[src/rtl/spi_slave_sync.sv]
// spi_slave_sync: SPI slave whose SCLK/SS/MOSI are sampled into the clk
// domain. Every flop runs on posedge clk. A single-entry TX buffer feeds the
// transmit shift register at frame start, and completed receive words appear
// on DO with a one-clk DO_VALID pulse.
//
// Strobe semantics: DI_WE is a one-clk write strobe that is always accepted
// (there is no ready); DO_VALID and FE are one-clk pulses with no backpressure,
// so DO must be consumed in the cycle DO_VALID is high or read later while it
// holds.
module spi_slave_sync #(
    parameter int WIDTH     = 15,
    parameter bit CPOL      = 1'b0,
    parameter bit CPHA      = 1'b0,
    parameter bit MSB_FIRST = 1'b1
) (
    input  logic             clk,
    input  logic             clr,
    input  logic             SCLK,
    input  logic             SS,
    input  logic             MOSI,
    output logic             MISO,
    input  logic [WIDTH-1:0] DI,
    input  logic             DI_WE,
    output logic [WIDTH-1:0] DO,
    output logic             DO_VALID,
    output logic             TX_FULL,
    output logic             BUSY,
    output logic             UDR,
    output logic             FE
);

    localparam int CW = $clog2(WIDTH + 1);

    typedef enum logic [1:0] {
        S_IDLE  = 2'd0,
        S_SHIFT = 2'd1,
        S_DONE  = 2'd2
    } state_t;

    state_t state_q, state_d;

    // Synchroniser chains: [0] and [1] are the two metastability stages,
    // [2] is the history stage used only for edge detection.
    logic [2:0] sclk_sr;
    logic [2:0] ss_sr;
    logic [1:0] mosi_sr;

    // Tracks how many SS stages hold real samples since clr was released, so
    // the preset value can never be mistaken for an SS that was high.
    logic [2:0] sync_vld;
    logic       armed;

    logic             sclk_rise, sclk_fall;
    logic             lead_edge, trail_edge;
    logic             sample_edge, shift_edge;
    logic             ss_fall, ss_rise;
    logic             mosi_s;

    logic [WIDTH-1:0] tx_buf;
    logic             tx_full;
    logic [WIDTH-1:0] tx_sr;
    logic [WIDTH-1:0] tx_next;
    logic [WIDTH-1:0] rx_sr;
    logic [WIDTH-1:0] rx_next;
    logic [CW-1:0]    bit_cnt;
    logic             first_shift;
    logic [WIDTH-1:0] do_q;
    logic             do_valid_q;
    logic             udr_q;
    logic             fe_q;

    logic             start;
    logic             do_shift;
    logic             do_sample;
    logic             frame_done;
    logic             frame_err;

    // Bring the asynchronous SPI pins into the clk domain; SS presets high and
    // SCLK presets to its idle level so reset release creates no edge.
    always_ff @(posedge clk) begin
        if (clr) begin
            sclk_sr <= {3{CPOL}};
            ss_sr   <= 3'b111;
            mosi_sr <= 2'b00;
        end else begin
            sclk_sr <= {sclk_sr[1:0], SCLK};
            ss_sr   <= {ss_sr[1:0], SS};
            mosi_sr <= {mosi_sr[0], MOSI};
        end
    end

    // Arm frame detection only once a genuine high SS has reached the edge stage.
    always_ff @(posedge clk) begin
        if (clr) begin
            sync_vld <= 3'b000;
            armed    <= 1'b0;
        end else begin
            sync_vld <= {sync_vld[1:0], 1'b1};
            if (sync_vld[2] && ss_sr[2]) begin
                armed <= 1'b1;
            end
        end
    end

    // Decode synchronised edges into sample/shift events for the chosen mode.
    always_comb begin
        sclk_rise   = sclk_sr[1] & ~sclk_sr[2];
        sclk_fall   = ~sclk_sr[1] & sclk_sr[2];
        lead_edge   = CPOL ? sclk_fall : sclk_rise;
        trail_edge  = CPOL ? sclk_rise : sclk_fall;
        sample_edge = CPHA ? trail_edge : lead_edge;
        shift_edge  = CPHA ? lead_edge : trail_edge;
        ss_fall     = ss_sr[2] & ~ss_sr[1];
        ss_rise     = ~ss_sr[2] & ss_sr[1];
        mosi_s      = mosi_sr[1];
    end

    // Next values of the shift registers for the configured bit order.
    always_comb begin
        tx_next = tx_sr;
        rx_next = rx_sr;
        if (MSB_FIRST) begin
            tx_next = {tx_sr[WIDTH-2:0], 1'b0};
            rx_next = {rx_sr[WIDTH-2:0], mosi_s};
        end else begin
            tx_next = {1'b0, tx_sr[WIDTH-1:1]};
            rx_next = {mosi_s, rx_sr[WIDTH-1:1]};
        end
    end

    // Frame state register.
    always_ff @(posedge clk) begin
        if (clr) begin
            state_q <= S_IDLE;
        end else begin
            state_q <= state_d;
        end
    end

    // Frame sequencing: next state plus one-cycle datapath strobes.
    always_comb begin
        state_d    = state_q;
        start      = 1'b0;
        do_shift   = 1'b0;
        do_sample  = 1'b0;
        frame_done = 1'b0;
        frame_err  = 1'b0;
        case (state_q)
            S_IDLE: begin
                if (ss_fall && armed) begin
                    state_d = S_SHIFT;
                    start   = 1'b1;
                end
            end
            S_SHIFT: begin
                // The counter is always below WIDTH here, so an SS release
                // is by definition a short frame.
                if (ss_rise) begin
                    state_d   = S_IDLE;
                    frame_err = 1'b1;
                end else begin
                    do_shift = shift_edge;
                    if (sample_edge) begin
                        do_sample = 1'b1;
                        if (bit_cnt == CW'(WIDTH - 1)) begin
                            frame_done = 1'b1;
                            state_d    = S_DONE;
                        end
                    end
                end
            end
            S_DONE: begin
                // Extra SCLK edges are ignored until the master releases SS.
                if (ss_rise) begin
                    state_d = S_IDLE;
                end
            end
            default: begin
                state_d = S_IDLE;
            end
        endcase
    end

    // TX buffer, shift registers, bit counter and status flags.
    always_ff @(posedge clk) begin
        if (clr) begin
            tx_buf      <= '0;
            tx_full     <= 1'b0;
            tx_sr       <= '0;
            rx_sr       <= '0;
            bit_cnt     <= '0;
            first_shift <= 1'b0;
            do_q        <= '0;
            do_valid_q  <= 1'b0;
            udr_q       <= 1'b0;
            fe_q        <= 1'b0;
        end else begin
            do_valid_q <= frame_done;
            fe_q       <= frame_err;
            if (start) begin
                bit_cnt     <= '0;
                rx_sr       <= '0;
                tx_full     <= 1'b0;
                // With CPHA=1 the first bit is already on MISO before the
                // first shift edge, so that edge must not advance the register.
                first_shift <= CPHA;
                if (DI_WE) begin
                    // A write racing the frame start goes straight out.
                    tx_sr <= DI;
                end else if (tx_full) begin
                    tx_sr <= tx_buf;
                end else begin
                    tx_sr <= '0;
                    udr_q <= 1'b1;
                end
            end else begin
                if (DI_WE) begin
                    tx_buf  <= DI;
                    tx_full <= 1'b1;
                end
                if (do_shift) begin
                    if (first_shift) begin
                        first_shift <= 1'b0;
                    end else begin
                        tx_sr <= tx_next;
                    end
                end
                if (do_sample) begin
                    rx_sr   <= rx_next;
                    bit_cnt <= bit_cnt + CW'(1);
                end
                if (frame_done) begin
                    do_q <= rx_next;
                end
            end
        end
    end

    // Output mapping; MISO only drives data while a frame is shifting.
    always_comb begin
        MISO     = (state_q == S_SHIFT) && (MSB_FIRST ? tx_sr[WIDTH-1] : tx_sr[0]);
        DO       = do_q;
        DO_VALID = do_valid_q;
        TX_FULL  = tx_full;
        BUSY     = (state_q != S_IDLE);
        UDR      = udr_q;
        FE       = fe_q;
    end

endmodule

[config.mk]
export PLATFORM = sky130hd
export DESIGN_NAME = spi_slave_sync
export DESIGN_NICKNAME = d
export VERILOG_FILES = /design/src/rtl/spi_slave_sync.sv
export SDC_FILE = /design/constraint.sdc
export NUM_CORES = 1
export LEC_CHECK = 0
export CAP_MARGIN = 20
export CORE_MARGIN = 5
export CORE_UTILIZATION = 37
export CTS_BUF_LIST = sky130_fd_sc_hd__clkbuf_4
export DETAILED_ROUTE_END_ITERATION = 6
export GPL_TIMING_DRIVEN = 1
export PLACE_DENSITY = 0.64
export SLEW_MARGIN = 20
export SYNTH_ARGS = -nofsm -noshare
export SYNTH_HDL_FRONTEND = slang
export SYNTH_SLANG_ARGS = --single-unit
export TNS_END_PERCENT = 10
[constraint.sdc]
create_clock -name clk -period 3.3 [get_ports clk]
set_input_delay 0.495 -clock clk [delete_from_list [all_inputs] [get_ports clk]]
set_output_delay 0.495 -clock clk [all_outputs]
set_load 0.01 [all_outputs]
==> results.json, run 1 <==
{
  "start_util_pct": 38.0,
  "antenna_found_initial": 0,
  "ys_types": 33,
  "grt_use_total_pct": 13.0,
  "route.detailed.drc": 0,
  "drtIter0Drc": 127,
  "hold_depth": 1,
  "cp-end-kind": "output port",
  "postCtsSetupRepairBufs": 0,
  "whs_ns": 0.425,
  "synthMuxAreaShare_pct": 9.56,
  "ys_seq_elements": 81,
  "fin_nets": 397,
  "globalplace.congestion": 0.733,
  "place.port_buffers": 41,
  "yosys_most_used_dff": "dfxtp_1",
  "slew_headroom_pct": 33.6,
  "hold_violations": 0,
  "critical_path.max_stage_delay_ns": 0.57,
  "clk_latency_ns": 0.42,
  "dr_wl_met3_microns": 242,
  "hold_class": "flip-flop to flip-flop",
  "max_freq_mhz": 414,
  "r2r-end": "DO[12]",
  "rsz0062_at_grt": "false",
  "m1WireLength_mm": 2.96,
  "slowest_stage": "clkdlybuf4s50_1",
  "pwr_density_cell_nw_per_um2": 450,
  "netlist_area_sq_um": 3140,
  "diodes": 0,
  "drtAntennaViolNets": 0,
  "cp_cell_sequence": "nand2b_1 > nor2_1 > clkdlybuf4s50_1",
  "synthXorXnorAreaFrac_pct": 0.837,
  "via_per_inst": 4.92,
  "die_h_microns": 102,
  "ir_drop_mv": 0.195,
  "r2r_cells": 5,
  "synth_edf_count": 0,
  "nFillCells": 819,
  "cts_buffers": 9,
  "clockBufferDepth": 2,
  "ctsResizeCount": 0,
  "synth_fa_ha_area_share_pct": 0.797,
  "crit_path_start_kind": "flip-flop",
  "synthCells": 345,
  "power_mw": 1.67,
  "io_pins": 42,
  "dp_hpwl_mm": 4.20,
  "area_growth_pct": 17.9,
  "layout-drive-gt1-share_pct": 7.65,
  "grt-ovfl-total": 0,
  "drv_slew": 0,
  "power.leakage_nw": 1.26,
  "r2r_start": "state_q[1]",
  "final-seq-area_sq_um": 1620,
  "postCtsHoldBufs": 0,
  "yosysWarnings": 0,
  "final.period_utilization_pct": 73.2,
  "finalSetupViolCount": 0,
  "arrival_ns": 1.92,
  "wl_met2_mm": 2.98,
  "synth-simple-area-share_pct": 20.0,
  "worst-r2r-setup-slack_ns": 1.28,
  "highest_layer": "met4",
  "fin_crit_ns": 2.41,
  "multiInputGateArea_sq_um": 1380,
  "syn_avg_cell_area_sq_um": 9.10,
  "dieArea_sq_um": 10400,
  "crit_required_ns": 2.80,
  "cts_tree": "done",
  "status": "completed",
  "hold_path_end": "ss_sr[1]",
  "root_buffer": "clkbuf_4",
  "worst_pin_slew_ns": 0.990,
  "grt_pass1_wl_mm": 10.7,
  "crit_type": "flip-flop to output port",
  "cts_htree_levels": 3,
  "grt_pass1_vias": 2275,
  "synth_compound_gate_area_share_pct": 12.7,
  "crit_fanout": 10,
  "hold_start": "ss_sr[0]",
  "synthArstFlopShare_pct": 0,
  "maxCapViolations": 0,
  "first_pass_iters": 6,
  "routed-via-count": 2383,
  "clock_skew_ns": 0.0150,
  "clk_pin_slew_ns": 0.12,
  "fp-row-count": 33,
  "wirelength_mm": 6.26,
  "cts.sinks": 81,
  "synth_top_family_by_area": "simple AND/OR/NAND/NOR gates",
  "core_sq_um": 8260,
  "fin_util_pct": 44.8,
  "syn_nets": 368,
  "dieWidth_microns": 102,
  "grt_max_degree": 47,
  "fin_tns_setup_ns": 0,
  "wl_per_cell_microns": 12.9,
  "seq_area_frac_synth_pct": 51.6
}
## cells in the final DEF, fill, tap and decap left out, types with 3 or more instances in the layout
cell type	instances
nand2_1	45
clkdlybuf4s50_1	40
buf_4	3
dfxtp_1	81
mux2i_1	30
nand3_1	16
nor2_1	41
clkinv_2	4
nor2b_1	9
a21oi_1	31
xnor2_1	3
clkbuf_4	9
a22o_1	6
or2_2	5
inv_1	4
a211oi_1	3
nand2b_1	4
o21ai_0	8
a22oi_1	14
nor3_1	4
## routing by layer
metal  GRT usage [%]  vias to the layer above
li1                -                     1230
met1            16.5                     1107
met2            20.5                       42
met3            3.82                        4
met4            5.55                        0
met5               0                        -
## per-stage QoR
| step | std cells | area (sq um) | worst slack [ns] |
|---|---|---|---|
| 3_5_place_dp | 468 | 3570 | 1.22 |
| 2_1_floorplan | 345 | 3140 | 1.65 |
| 5_1_grt | 484 | 3700 | 0.707 |
| 3_3_place_gp | 468 | 3570 | 1.24 |
| 6_report | 484 | 3700 | 0.886 |
| 4_1_cts | 484 | 3700 | 0.860 |
## cells in the mapped netlist (2+ instances only)
cell      number  share of area [%]
nor3_2         2               0.64
nor3_1         4               0.64
a211oi_1       3               0.72
buf_6          2               0.72
o21ai_0        8                1.3
a22o_1         6                1.7
a21oi_1       31                4.9
or3_1          2               0.40
nor2_1        41                4.9
buf_2          7                1.1
nor2b_1        9                1.8
a22oi_1       14                3.3
ha_1           2               0.80
mux2i_1       30                9.6
inv_1          4               0.48
or2_2          5                1.0
xnor2_1        3               0.84
nand2b_1       4               0.80
nand3_1       16                2.5
nand2_1       45                5.4
clkbuf_1      15                1.8
dfxtp_1       81                 52
## area by class of cell
| type | count | share of cell area (%) |
|---|---|---|
| repair buffers | 44 | 11.6 |
| clock inverters | 7 | 1.66 |
| multi-input cells | 234 | 37.2 |
| flip-flops and latches | 81 | 43.8 |
| inverters | 4 | 0.405 |
| well taps | 105 | 3.55 |
| clock buffers | 9 | 1.82 |
## power by group
group | switching, mW | leakage, nW | internal (mW)
Sequential | 0.0122 | 0.658 | 0.997
Combinational | 0.0530 | 0.534 | 0.0491
Clock | 0.331 | 0.0729 | 0.223
## critical path: cells and delay by family, from the launching register on
family                 cells  cell delay (ns)
DFF                        1             0.36
buffers and inverters      1             0.57
and+or+nand+nor            2             0.58
## cell families after synthesis
logic type / Yosys count
AO/OA/AOI/OAI: 65
XOR/XNOR: 3
adder cells (fa/ha/maj): 2
buffers and inverters: 30
flip-flops: 81
multiplexers: 30
AND/OR/NAND/NOR: 134
## sequential cells by signal, summed over array words and instances, names as in the netlist, 3 cells and up
register	cells
sclk_sr	3
tx_sr	15
bit_cnt	4
rx_sr	14
DO	15
ss_sr	3
tx_buf	15
sync_vld	3
## worst max path at each step
stage | from | end | depth (start not counted) | slack, ns
floorplan | state_q[1] | DO[10] | 6 | 1.65
global route | state_q[0] | MISO | 3 | 0.71
finish | state_q[1] | MISO | 3 | 0.89
CTS | state_q[1] | MISO | 3 | 0.86
detailed placement | DI_WE | tx_buf[3] | 4 | 1.22
global placement | DI_WE | tx_sr[14] | 5 | 1.24
Note: power is estimated with default switching activity, not from simulation.
==> run 2: changes to the inputs <==
- clock period: 3.3 -> 2.3 ns (I/O delays scaled with it)
==> results.json, run 2 (same netlist as run 1, synthesis figures left out) <==
{
  "status": "completed",
  "final.period_utilization_pct": 92.1,
  "place_inst": 471,
  "clk_pin_slew_ns": 0.12,
  "globalplace.congestion": 0.731,
  "setup_slack_ns": 0.182,
  "fin_tns_setup_ns": 0,
  "die_h_microns": 102,
  "stdcell_area_sq_um": 3760,
  "slew_headroom_pct": 34.1,
  "cts_htree_levels": 3,
  "stdcell_count": 488,
  "cts.sinks": 81,
  "cp-end-kind": "output port",
  "drv_slew": 0,
  "routed-via-count": 2411,
  "worst_pin_slew_ns": 0.983,
  "root_buffer": "clkbuf_4",
  "rsz0062_at_grt": "false",
  "arrival_ns": 1.77,
  "crit_fanout": 10,
  "worst-r2r-setup-slack_ns": 0.37,
  "cts_tree": "done",
  "cts_buffers": 9,
  "start_util_pct": 38.0,
  "grt_use_total_pct": 12.7,
  "layout-drive-gt1-share_pct": 8.38,
  "crit_required_ns": 1.96,
  "layout_common_cells": "81 x dfxtp_1, 45 x nand2_1, 41 x nor2_1, 40 x clkdlybuf4s50_1, 31 x a21oi_1",
  "grt_pass1_wl_mm": 10.5,
  "hold_depth": 2,
  "r2r_cells": 4,
  "grt_pass1_vias": 2348,
  "max_freq_mhz": 472,
  "fin_util_pct": 45.6,
  "crit_type": "flip-flop to output port",
  "dieWidth_microns": 102,
  "via_per_inst": 4.94,
  "io_pins": 42,
  "drtAntennaViolNets": 0,
  "drtIter0Drc": 84,
  "hold_violations": 0,
  "pwr_density_cell_nw_per_um2": 669,
  "placed_area_sq_um": 3600,
  "fp-row-count": 33,
  "finalSetupViolCount": 0,
  "power.leakage_nw": 1.29,
  "fin_nets": 400,
  "place.port_buffers": 41,
  "clock_skew_ns": 0.0174,
  "crit_path_start_kind": "flip-flop",
  "place_ws_ns": 0.358,
  "grt_max_degree": 39,
  "route.detailed.drc": 0,
  "clk_latency_ns": 0.41,
  "core_sq_um": 8260,
  "hold_class": "input pin to flip-flop",
  "clockBufferDepth": 2,
  "maxCapViolations": 0,
  "dp_hpwl_mm": 4.23,
  "wl_per_cell_microns": 12.6,
  "area_growth_pct": 19.8,
  "final_common_cell": "dfxtp_1",
  "first_pass_iters": 5,
  "antenna_found_initial": 1,
  "dieArea_sq_um": 10400,
  "wirelength_mm": 6.16,
  "ir_drop_mv": 0.299,
  "fin_crit_ns": 2.12,
  "grt-ovfl-total": 0
}
run 2: metal layers:
layer,routed length (microns),GRT usage (%)
met1,2990,16.1
met2,2860,20.3
met3,206,2.87
met4,99,6.36
met5,0,0
run 2: timing repair:
item / in CTS / in global routing
setup buffers: 0 / 0
hold buffers: 0 / 0
setup endpoints to repair: 0 / 1
resized for setup: 0 / 1
hold endpoints to repair: 0 / 0
run 2: worst paths after layout:
| kind | to | startpoint |
|---|---|---|
| max | MISO | state_q[1] |
| max reg2reg | tx_buf[9] | state_q[0] |
| min reg2reg | ss_sr[1] | ss_sr[0] |
| min | sync_vld[0] | clr |
run 2: worst max-delay path, cell delays in order (launching register included):
cell and delay [ns]:
dfxtp_1 0.36, nand2b_2 0.29, nor2_1 0.16, clkdlybuf4s50_1 0.55
run 2: per-stage QoR:
step                      hold slack [ns]  power (mW)
final                               0.133        2.52
after global routing                0.100        2.63
after CTS                           0.100        2.55
after detailed placement            0.394        1.63
after global placement              0.394        1.63
after floorplan                     0.389        1.57
run 2: cell type report:
type                       count  area [sq um]
sequential                    81          1620
tap                          105           131
fill                         817          4490
inverter                       4          15.0
clock inverter                 7          93.8
timing repair buffer          47           450
clock buffer                   9          67.6
multi-input combinational    234          1380
antenna                        1          2.50
run 2: power by group:
| part | internal [mW] | total, mW | switching [mW] |
|---|---|---|---|
| clock | 0.442 | 0.922 | 0.480 |
| sequential | 1.43 | 1.45 | 0.0177 |
| combinational | 0.0724 | 0.148 | 0.0758 |
==> run 3: changes to the inputs <==
--- a/config.mk
+++ b/config.mk
@@ -7,4 +7,5 @@
 export LEC_CHECK = 0
 export CAP_MARGIN = 20
+export CORE_ASPECT_RATIO = 0.5
 export CORE_MARGIN = 5
 export CORE_UTILIZATION = 37
==> constraint.sdc (replaced) <==
create_clock -name clk -period 2.3 [get_ports clk]
set_input_delay 0.345 -clock clk [delete_from_list [all_inputs] [get_ports clk]]
set_output_delay 0.345 -clock clk [all_outputs]
set_load 0.02 [all_outputs]
==> results.json, run 3 (same netlist as run 1, synthesis figures left out) <==
{
  "grt_max_degree": 49,
  "arrival_ns": 1.84,
  "io_pins": 42,
  "routed-via-count": 2410,
  "hold_violations": 0,
  "p_switching_mw": 0.558,
  "layout_common_cells": "81 x dfxtp_1, 45 x nand2_1, 41 x nor2_1, 40 x clkdlybuf4s50_1, 31 x a21oi_1",
  "fin_tns_setup_ns": 0,
  "slew_headroom_pct": 31.9,
  "layout-drive-gt1-share_pct": 9.38,
  "wl_per_cell_microns": 12.7,
  "fin_nets": 402,
  "cts_tree": "done",
  "clock_skew_ns": 0.0116,
  "dieArea_sq_um": 10500,
  "postCtsHoldBufs": 0,
  "multiInputGateArea_sq_um": 1380,
  "antenna_found_initial": 0,
  "cts.sinks": 81,
  "crit_required_ns": 1.96,
  "ir_drop_mv": 0.363,
  "postCtsSetupRepairBufs": 0,
  "status": "completed",
  "route.detailed.drc": 0,
  "start_util_pct": 38.6,
  "via_per_inst": 4.86,
  "clock_power_share_pct": 30.7,
  "wirelength_mm": 6.29,
  "globalplace.congestion": 0.829,
  "final_common_cell": "dfxtp_1",
  "final.period_utilization_pct": 95.1,
  "fin_crit_ns": 2.19,
  "place_inst": 480,
  "diodes": 0,
  "stdcell_count": 496,
  "drtAntennaViolNets": 0,
  "grt-ovfl-total": 0,
  "grt_pass1_wl_mm": 10.8,
  "clk_pin_slew_ns": 0.12,
  "cp-end-kind": "output port",
  "max_freq_mhz": 457,
  "clk_latency_ns": 0.43,
  "die_h_microns": 75.1,
  "combPwrFrac_pct": 6.6,
  "dp_hpwl_mm": 4.25,
  "fp-row-count": 23,
  "final-seq-area_sq_um": 1620,
  "internal_power_mw": 1.75,
  "root_buffer": "clkbuf_4",
  "hold_class": "input pin to flip-flop",
  "p_seq_share_pct": 62.7,
  "swShare_pct": 24.2,
  "crit_fanout": 10,
  "first_pass_iters": 4,
  "drv_slew": 0,
  "power_mw": 2.30,
  "place.port_buffers": 41,
  "maxCapViolations": 0,
  "drtIter0Drc": 167,
  "crit_path_start_kind": "flip-flop",
  "crit_type": "flip-flop to output port",
  "pwr_density_cell_nw_per_um2": 616,
  "core_sq_um": 8140,
  "clockBufferDepth": 2,
  "dieWidth_microns": 140,
  "fin_util_pct": 45.9,
  "cts_buffers": 9,
  "rsz0062_at_grt": "false",
  "nFillCells": 811,
  "grt_use_total_pct": 12.8,
  "worst_pin_slew_ns": 1.02,
  "whs_ns": 0.244,
  "cts_htree_levels": 3,
  "area_growth_pct": 19.0,
  "grt_pass1_vias": 2376,
  "finalSetupViolCount": 0,
  "power.leakage_nw": 1.28
}
[run 3: final timing paths]
check,start,to,slack (ns),depth (start not counted)
worst max-delay path,state_q[1],MISO,0.11,3
worst min-delay path,clr,sync_vld[0],0.24,2
worst max register to register,state_q[0],tx_buf[9],0.36,4
worst min register to register,ss_sr[0],ss_sr[1],0.42,1
[run 3: power by group through the flow]
stage	clock network, mW	logic (mW)	registers, mW
final	0.706	0.153	1.44
after global routing	0.817	0.169	1.45
after CTS	0.744	0.155	1.44
after detailed placement	0	0.154	1.48
after global placement	0	0.151	1.47
after floorplan	0	0.0930	1.47
[run 3: layer usage]
metal	track usage (%)	part of all wire (%)
met1	14.5	47
met2	22.7	47
met3	4.70	4.7
met4	4.51	1.2
met5	0	0
[run 3: per-stage QoR]
step                setup slack (ns)  area (sq um)
floorplan                      0.653          3140
global placement               0.436          3620
detailed placement             0.359          3620
CTS                           0.0761          3740
global route                 0.00403          3740
finish                         0.112          3740
[run 3: final cells by class]
| type | instances | share of cell area (%) |
|---|---|---|
| flip-flops and latches | 81 | 43.4 |
| clock buffers | 11 | 2.21 |
| clock inverters | 5 | 0.870 |
| inverters | 4 | 0.402 |
| repair buffers | 49 | 12.4 |
| multi-input cells | 234 | 36.9 |
| well taps | 112 | 3.75 |
[run 3: what timing repair did]
action / CTS / global route
gates resized for setup: 1 / 0
endpoints found under the setup margin: 1 / 0
hold endpoints to repair: 0 / 0
[run 3: worst max-delay path, stage by stage (launching register included)]
cell and delay (ns):
dfxtp_1 0.36, nand2b_2 0.30, nor2_1 0.15, clkdlybuf4s50_1 0.62
